<file path="config.mk">
export PLATFORM = sky130hd
export DESIGN_NAME = piso_stream_flat
export DESIGN_NICKNAME = d
export VERILOG_FILES = /design/src/rtl/piso_stream_if.sv /design/src/rtl/piso_stream.sv /design/src/flat_wrapper.sv
export SDC_FILE = /design/constraint.sdc
export NUM_CORES = 1
export LEC_CHECK = 0
export CORE_UTILIZATION = 44
export DETAILED_ROUTE_END_ITERATION = 7
export PLACE_DENSITY = 0.85
export SYNTH_ARGS = -nofsm -noshare
export SYNTH_HDL_FRONTEND = slang
export SYNTH_SLANG_ARGS = --single-unit
export TNS_END_PERCENT = 20
</file>
<file path="constraint.sdc">
create_clock -name clk -period 1.3 [get_ports clk]
set_input_delay 0.13 -clock clk [delete_from_list [all_inputs] [get_ports clk]]
set_output_delay 0.13 -clock clk [all_outputs]
set_load 0.01 [all_outputs]
</file>
<file path="src/rtl/piso_stream_if.sv">
// Load/serial handshake bundle for piso_stream.
// master = word producer plus serial sink, slave = the shifter.
interface piso_stream_if #(
  parameter int WIDTH = 8
);
  logic             load_valid;
  logic             load_ready;
  logic [WIDTH-1:0] load_data;
  logic             msb_first;
  logic             ser_valid;
  logic             ser_ready;
  logic             ser_data;
  logic             ser_last;

  modport master (
    output load_valid, load_data, msb_first, ser_ready,
    input  load_ready, ser_valid, ser_data, ser_last
  );

  modport slave (
    input  load_valid, load_data, msb_first, ser_ready,
    output load_ready, ser_valid, ser_data, ser_last
  );
endinterface

</file>
<file path="src/rtl/piso_stream.sv">
// Parametrised PISO with valid/ready on both sides, MSB/LSB-first per word.
// Define PISO_STREAM_PARITY_EN to append an even-parity bit to each frame.
module piso_stream #(
  parameter  int WIDTH = 8,
  localparam int CNT_W = $clog2(WIDTH+1)
) (
  input logic         clk,
  input logic         clear_n,
  piso_stream_if.slave bus
);

`ifdef PISO_STREAM_PARITY_EN
  localparam int FRAME = WIDTH + 1;
`else
  localparam int FRAME = WIDTH;
`endif

  localparam logic [CNT_W-1:0] LAST = CNT_W'(FRAME - 1);

  typedef enum logic {IDLE, SHIFT} state_t;

  state_t           state_q;
  state_t           state_d;
  logic [WIDTH-1:0] sr_q;
  logic [CNT_W-1:0] cnt_q;
  logic             msb_q;
`ifdef PISO_STREAM_PARITY_EN
  logic             par_q;
`endif

  logic sv_valid;
  logic sv_data;
  logic sv_last;
  logic bit_sel;
  logic xfer;
  logic last_xfer;
  logic load_rdy;
  logic accept;

  assign xfer      = sv_valid && bus.ser_ready;
  assign last_xfer = xfer && sv_last;
  assign load_rdy  = (state_q == IDLE) || last_xfer;
  assign accept    = bus.load_valid && load_rdy;

`ifdef PISO_STREAM_PARITY_EN
  // Parity goes out after all data bits, from its own register.
  assign bit_sel = (cnt_q == CNT_W'(WIDTH)) ? par_q
                 : (msb_q ? sr_q[WIDTH-1] : sr_q[0]);
`else
  assign bit_sel = msb_q ? sr_q[WIDTH-1] : sr_q[0];
`endif

  always_ff @(posedge clk or negedge clear_n) begin
    if (!clear_n) begin
      state_q <= IDLE;
    end else begin
      state_q <= state_d;
    end
  end

  always_comb begin
    state_d = state_q;
    unique case (state_q)
      IDLE:  if (accept) state_d = SHIFT;
      SHIFT: if (last_xfer && !accept) state_d = IDLE;
    endcase
  end

  always_comb begin
    sv_valid = 1'b0;
    sv_data  = 1'b0;
    sv_last  = 1'b0;
    unique case (state_q)
      IDLE: ;
      SHIFT: begin
        sv_valid = 1'b1;
        sv_data  = bit_sel;
        sv_last  = (cnt_q == LAST);
      end
    endcase
  end

  // Count stops at LAST; only a reload brings it back to zero.
  always_ff @(posedge clk or negedge clear_n) begin
    if (!clear_n) begin
      sr_q  <= '0;
      cnt_q <= '0;
      msb_q <= 1'b0;
    end else if (accept) begin
      sr_q  <= bus.load_data;
      cnt_q <= '0;
      msb_q <= bus.msb_first;
    end else if (xfer) begin
      sr_q <= msb_q ? {sr_q[WIDTH-2:0], 1'b0}
                    : {1'b0, sr_q[WIDTH-1:1]};
      if (!sv_last) cnt_q <= cnt_q + CNT_W'(1);
    end
  end

`ifdef PISO_STREAM_PARITY_EN
  always_ff @(posedge clk or negedge clear_n) begin
    if (!clear_n) begin
      par_q <= 1'b0;
    end else if (accept) begin
      par_q <= ^bus.load_data;
    end
  end
`endif

  assign bus.load_ready = load_rdy;
  assign bus.ser_valid  = sv_valid;
  assign bus.ser_data   = sv_data;
  assign bus.ser_last   = sv_last;

endmodule

</file>
<file path="src/flat_wrapper.sv">
// flat-port wrapper written by rule: the top's interface ports become plain ports
module piso_stream_flat 
#(
  parameter  int WIDTH = 8,
  localparam int CNT_W = $clog2(WIDTH+1)
)
  (clk, clear_n, bus_load_valid, bus_load_data, bus_msb_first, bus_ser_ready, bus_load_ready, bus_ser_valid, bus_ser_data, bus_ser_last);
  piso_stream_if #(.WIDTH(WIDTH)) bus_i ();
  input logic clk;
  input logic clear_n;
  input wire logic [$bits(bus_i.load_valid)-1:0] bus_load_valid;
  input wire logic [$bits(bus_i.load_data)-1:0] bus_load_data;
  input wire logic [$bits(bus_i.msb_first)-1:0] bus_msb_first;
  input wire logic [$bits(bus_i.ser_ready)-1:0] bus_ser_ready;
  output wire logic [$bits(bus_i.load_ready)-1:0] bus_load_ready;
  output wire logic [$bits(bus_i.ser_valid)-1:0] bus_ser_valid;
  output wire logic [$bits(bus_i.ser_data)-1:0] bus_ser_data;
  output wire logic [$bits(bus_i.ser_last)-1:0] bus_ser_last;
  assign bus_i.load_valid = bus_load_valid;
  assign bus_i.load_data = bus_load_data;
  assign bus_i.msb_first = bus_msb_first;
  assign bus_i.ser_ready = bus_ser_ready;
  assign bus_load_ready = bus_i.load_ready;
  assign bus_ser_valid = bus_i.ser_valid;
  assign bus_ser_data = bus_i.ser_data;
  assign bus_ser_last = bus_i.ser_last;
  piso_stream #(.WIDTH(WIDTH)) u_core (.clk(clk), .clear_n(clear_n), .bus(bus_i));
endmodule
</file>
; ---- Word level (Yosys, flattened, before mapping)
; Cells that the tools add are included.
[word_totals]
regBits = 14
latch_bits = 0
mem_bits_rw = 0
mem_bits_ro = 0
wordCells = 29
memories = 0
[classes]
n_addsub = 1
mul = 0
div = 0
order_cmp = 0
eq_ne = 2
shift = 0
mux = 13
n_bitwise = 1
n_reduce_logical = 8
[ops]
columns = op, n
row1 = 8-bit 2-to-1 mux, 3
row2 = 4-bit 2-to-1 mux, 3
row3 = 1-bit 2-to-1 mux, 6
row4 = 4-bit by 1-bit adder with 4-bit output (second input constant), 1
row5 = 4-bit by 3-bit equality test with 1-bit output (second input constant), 1
row6 = 1-bit logical AND, 4
row7 = 2-bit != test (second input constant), 1
row8 = 1-bit case mux with 2 select lines, 1
row9 = 2-bit AND reduction, 1
row10 = 2-bit nonzero test, 1
row11 = 1-bit zero test, 1
row12 = 1-bit logical OR, 1
row13 = 1-bit NOT, 1

; ---- Logic depth before layout (Yosys ltp)
[depth]
word_depth = 9
depth_mapped = 4
mapped_depth_nobuf = 4

; ---- Worst setup path after synthesis
; OpenSTA, ideal clock, no wires.
[synth_timing]
path_type = reg-to-reg
from = reg u_core.cnt_q[0]
to = reg u_core.msb_q
setup_ps = 125
arrival_time_ps = 1316
path_slack_ps = -141
path_stages_with_launch = 5
period_less_slack_ps = 1441
path_cell_list = dfrtp_1 > ha_1 > nand4b_2 > a21oi_4 > mux2_4
[synth_via]
elab_chain_cells = 5
[synth_rtl]
columns = element, line
row1 = start: declaration, piso_stream.sv:25  ; logic [CNT_W-1:0] cnt_q;
row2 = start signal: assignment, piso_stream.sv:96  ; if (!sv_last) cnt_q <= cnt_q + CNT_W'(1);
row3 = 4-bit by 3-bit equality test with 1-bit output, piso_stream.sv:78  ; sv_last = (cnt_q == LAST);
row4 = 1-bit 2-to-1 mux, piso_stream.sv:73  ; unique case (state_q)
row5 = 1-bit logical AND, piso_stream.sv:41  ; assign last_xfer = xfer && sv_last;
row6 = 1-bit logical OR, piso_stream.sv:42  ; assign load_rdy = (state_q == IDLE) || last_xfer;
row7 = 1-bit logical AND, piso_stream.sv:43  ; assign accept = bus.load_valid && load_rdy;
row8 = end signal: assignment, piso_stream.sv:92  ; msb_q <= bus.msb_first;
row9 = end: declaration, piso_stream.sv:26  ; logic msb_q;
; No other way between the ends.
; A chain may end at the register's enable or synchronous reset.

; ---- Worst setup path after layout
[layout_timing]
from = reg u_core.cnt_q[0]
to = out bus_ser_last
[layout_via]
elab_chain_cells = 2
[layout_rtl]
columns = element, line
row1 = 4-bit by 3-bit equality test with 1-bit output, piso_stream.sv:78
row2 = 1-bit 2-to-1 mux, piso_stream.sv:73
row3 = end: declaration, flat_wrapper.sv:18  ; output wire logic [$bits(bus_i.ser_last)-1:0] bus_ser_last;
; No other way between the ends.

==> metrics <==
outcome=finished with violations; failing checks=negative setup slack; core area=1750 sq um; IO Pins=17; total CTS buffers=3; mapped cell area=828 sq um; Worst-Skew Late Latency=0.27 ns; layout cells sized above 1=27.4%; RSZ-0062 raised after global routing=true; overall power=2.17 mW; CP endpoint=bus_ser_last; Worst Setup SP=u_core.cnt_q[0]; hold crit path type=input port to asynchronous set/reset pin; FF+latch count, synth=14; Area Growth Syn to Fin=39.4%; R2R cell count=5; final hold violation count=0; Vert. Die Dim=45.4 microns; Starting Density=47.5%; min Tclk post-route=1.45 ns; clock-pin slew on the worst setup and hold paths=0.08 ns; top post-synthesis cells by count=dfrtp_1 (14), inv_1 (11), nor2_1 (11), mux2i_1 (7); setup slack, reg-to-reg=-0.12 ns; antenna-violating nets left=0; GR Overflow Total=0; Setup Viol. Count Final=13; CP max FO=3; sequential power share=36.4%; reg2reg end=u_core.sr_q[7]; first-pass iteration count of the detailed router=4; GPL Wtd Cong=0.816; worst hold slack=0.167 ns; Post-CTS Hold Buffers=0; crit path DAT=1.32 ns; H-tree levels=1; wire per inst=12.5 microns; Worst EP required=1.17 ns; clock share of power=10.8%; vias per cell=5.10; Setup crit end kind=output pin; routed wire length=1720 microns; top cell type's share of synthesized area=42.3%; worst vdd ir=0.00104 V; cell area power density=1880 nW/um^2; FF-to-FF Start=u_core.cnt_q[0]; Comb pwr share=52.7%; FP Rows=15; DR DRC count=0; Slew headroom=82.4%; synth top area cells=dfrtp_1 (42%), mux2i_1 (8.5%), a221oi_1 (6.3%); vias=704; Port Buffers=16; Post-layout nets=129; initial DRC count=5; Worst Skew=0.00599 ns; syn_area_per_cell=10.1 sq um; leakage=0.552 nW; largest net degree at the start of global routing=15; Distinct cells, synth=26; Synth Warn #=0; Synth async-reset ratio=100%; Internal=1.40 mW; hpwl dp=1360 microns; Switch Pwr=770 uW; syn nets=96; GRT Overall Usage=18.7%; CTS max path bufs=2; Die Width=45.4 microns; Max-Cap Viols=0; Root Driver=clkbuf_4; number of synthesized flops with an enable pin=0; fmax=0.691 GHz; final worst path period share=111%; sequential-to-total area share from yosys stat=42.3%; slew of the pin with the lowest slew margin=0.263 ns; sw frac=35.5%; crit start category=flop; most common cell in the netlist=dfrtp_1; initial antenna violation count=0; CTS tree=done; vias in the first global route=695; first-pass GRT wire length=2790 microns; Setup TNS=-1.33 ns; CTS sink cnt=14; Cells after Synth=82; slack of the critical path=-0.148 ns; n_diodes=0; fin. max-slew vios=0; worst setup path class=flop to output pin; Synth area leader=dfrtp_1; DP Worst Slack=-0.262 ns; top_reg_cell synth=dfrtp_1; die area=2060 sq um
## critical path, stage by stage (launching register included)
cell and delay (ns):
dfrtp_1 0.42, ha_4 0.19, and3b_4 0.19, and2_1 0.13
buf_2 0.13
## layout make-up
class	count	area, sq um
Sequential cell	14	352
Tap cell	25	31.3
Multi-Input combinational cell	54	440
Timing Repair Buffer	31	268
Inverter	11	41.3
Clock buffer	3	22.5
Fill cell	151	591
## layout by cell type, fill, tap and decap left out, types with 2 or more instances in the layout
cell and instances:
clkbuf_4 3, a221o_1 2, nand2b_1 2, a221oi_1 6, a22o_1 2, dfrtp_1 13, nor2_1 11, clkdlybuf4s50_1 13
buf_4 14, mux2i_1 7, buf_6 2, inv_1 11, and2_1 2, a21oi_4 2, mux2_2 2, nand2_1 5
## layer usage
| layer | wire (microns) | vias to the layer above | global-route usage [%] |
|---|---|---|---|
| li1 | - | 351 | - |
| met1 | 786 | 337 | 23.7 |
| met2 | 874 | 14 | 32.9 |
| met3 | 43 | 2 | 2.38 |
| met4 | 16 | 0 | 5.45 |
| met5 | 0 | - | 0 |
## cell families after synthesis
family | after synthesis | synth area share (%)
simple gates | 25 | 15.6
compound gates | 17 | 19.2
buf+inv | 14 | 7.40
flops | 14 | 42.3
mux | 10 | 13.0
xor+xnor | 1 | 1.06
fa+ha+maj | 1 | 1.51
## repair_timing
item,in CTS,in global routing
setup buffers,1,0
setup endpoints to repair,14,16
pin swaps,3,3
resized for setup,13,2
## through the flow
stage	util, %	cells	area, sq um
after floorplan	-	82	850
after CTS	66.2	138	1160
after global routing	66.2	138	1150
after detailed placement	64.5	134	1130
after global placement	64.5	134	1130
final	66.2	138	1150
## power by group through the flow
stage	registers [mW]	clock network, mW	logic, mW
finish	0.789	0.235	1.14
global route	0.811	0.255	1.26
CTS	0.788	0.242	1.15
detailed placement	0.793	0	1.14
global placement	0.784	0	1.10
floorplan	0.765	0	0.736
## sequential cells by signal, summed over array words and instances (netlist names)
signal	count
u_core.cnt_q	4
u_core.sr_q	8
u_core.msb_q	1
u_core.state_q	1
## worst min path at each step
stage,slack [ns],cells past startpoint,endpoint,start
final,0.17,2,u_core.sr_q[5],clear_n
after global routing,0.18,2,u_core.cnt_q[1],clear_n
after CTS,0.17,2,u_core.cnt_q[1],clear_n
after detailed placement,0.46,2,u_core.cnt_q[2],clear_n
after global placement,0.46,2,u_core.cnt_q[1],clear_n
after floorplan,-0.17,0,u_core.cnt_q[0],clear_n
No activity file was read; power rests on OpenSTA's default activity.
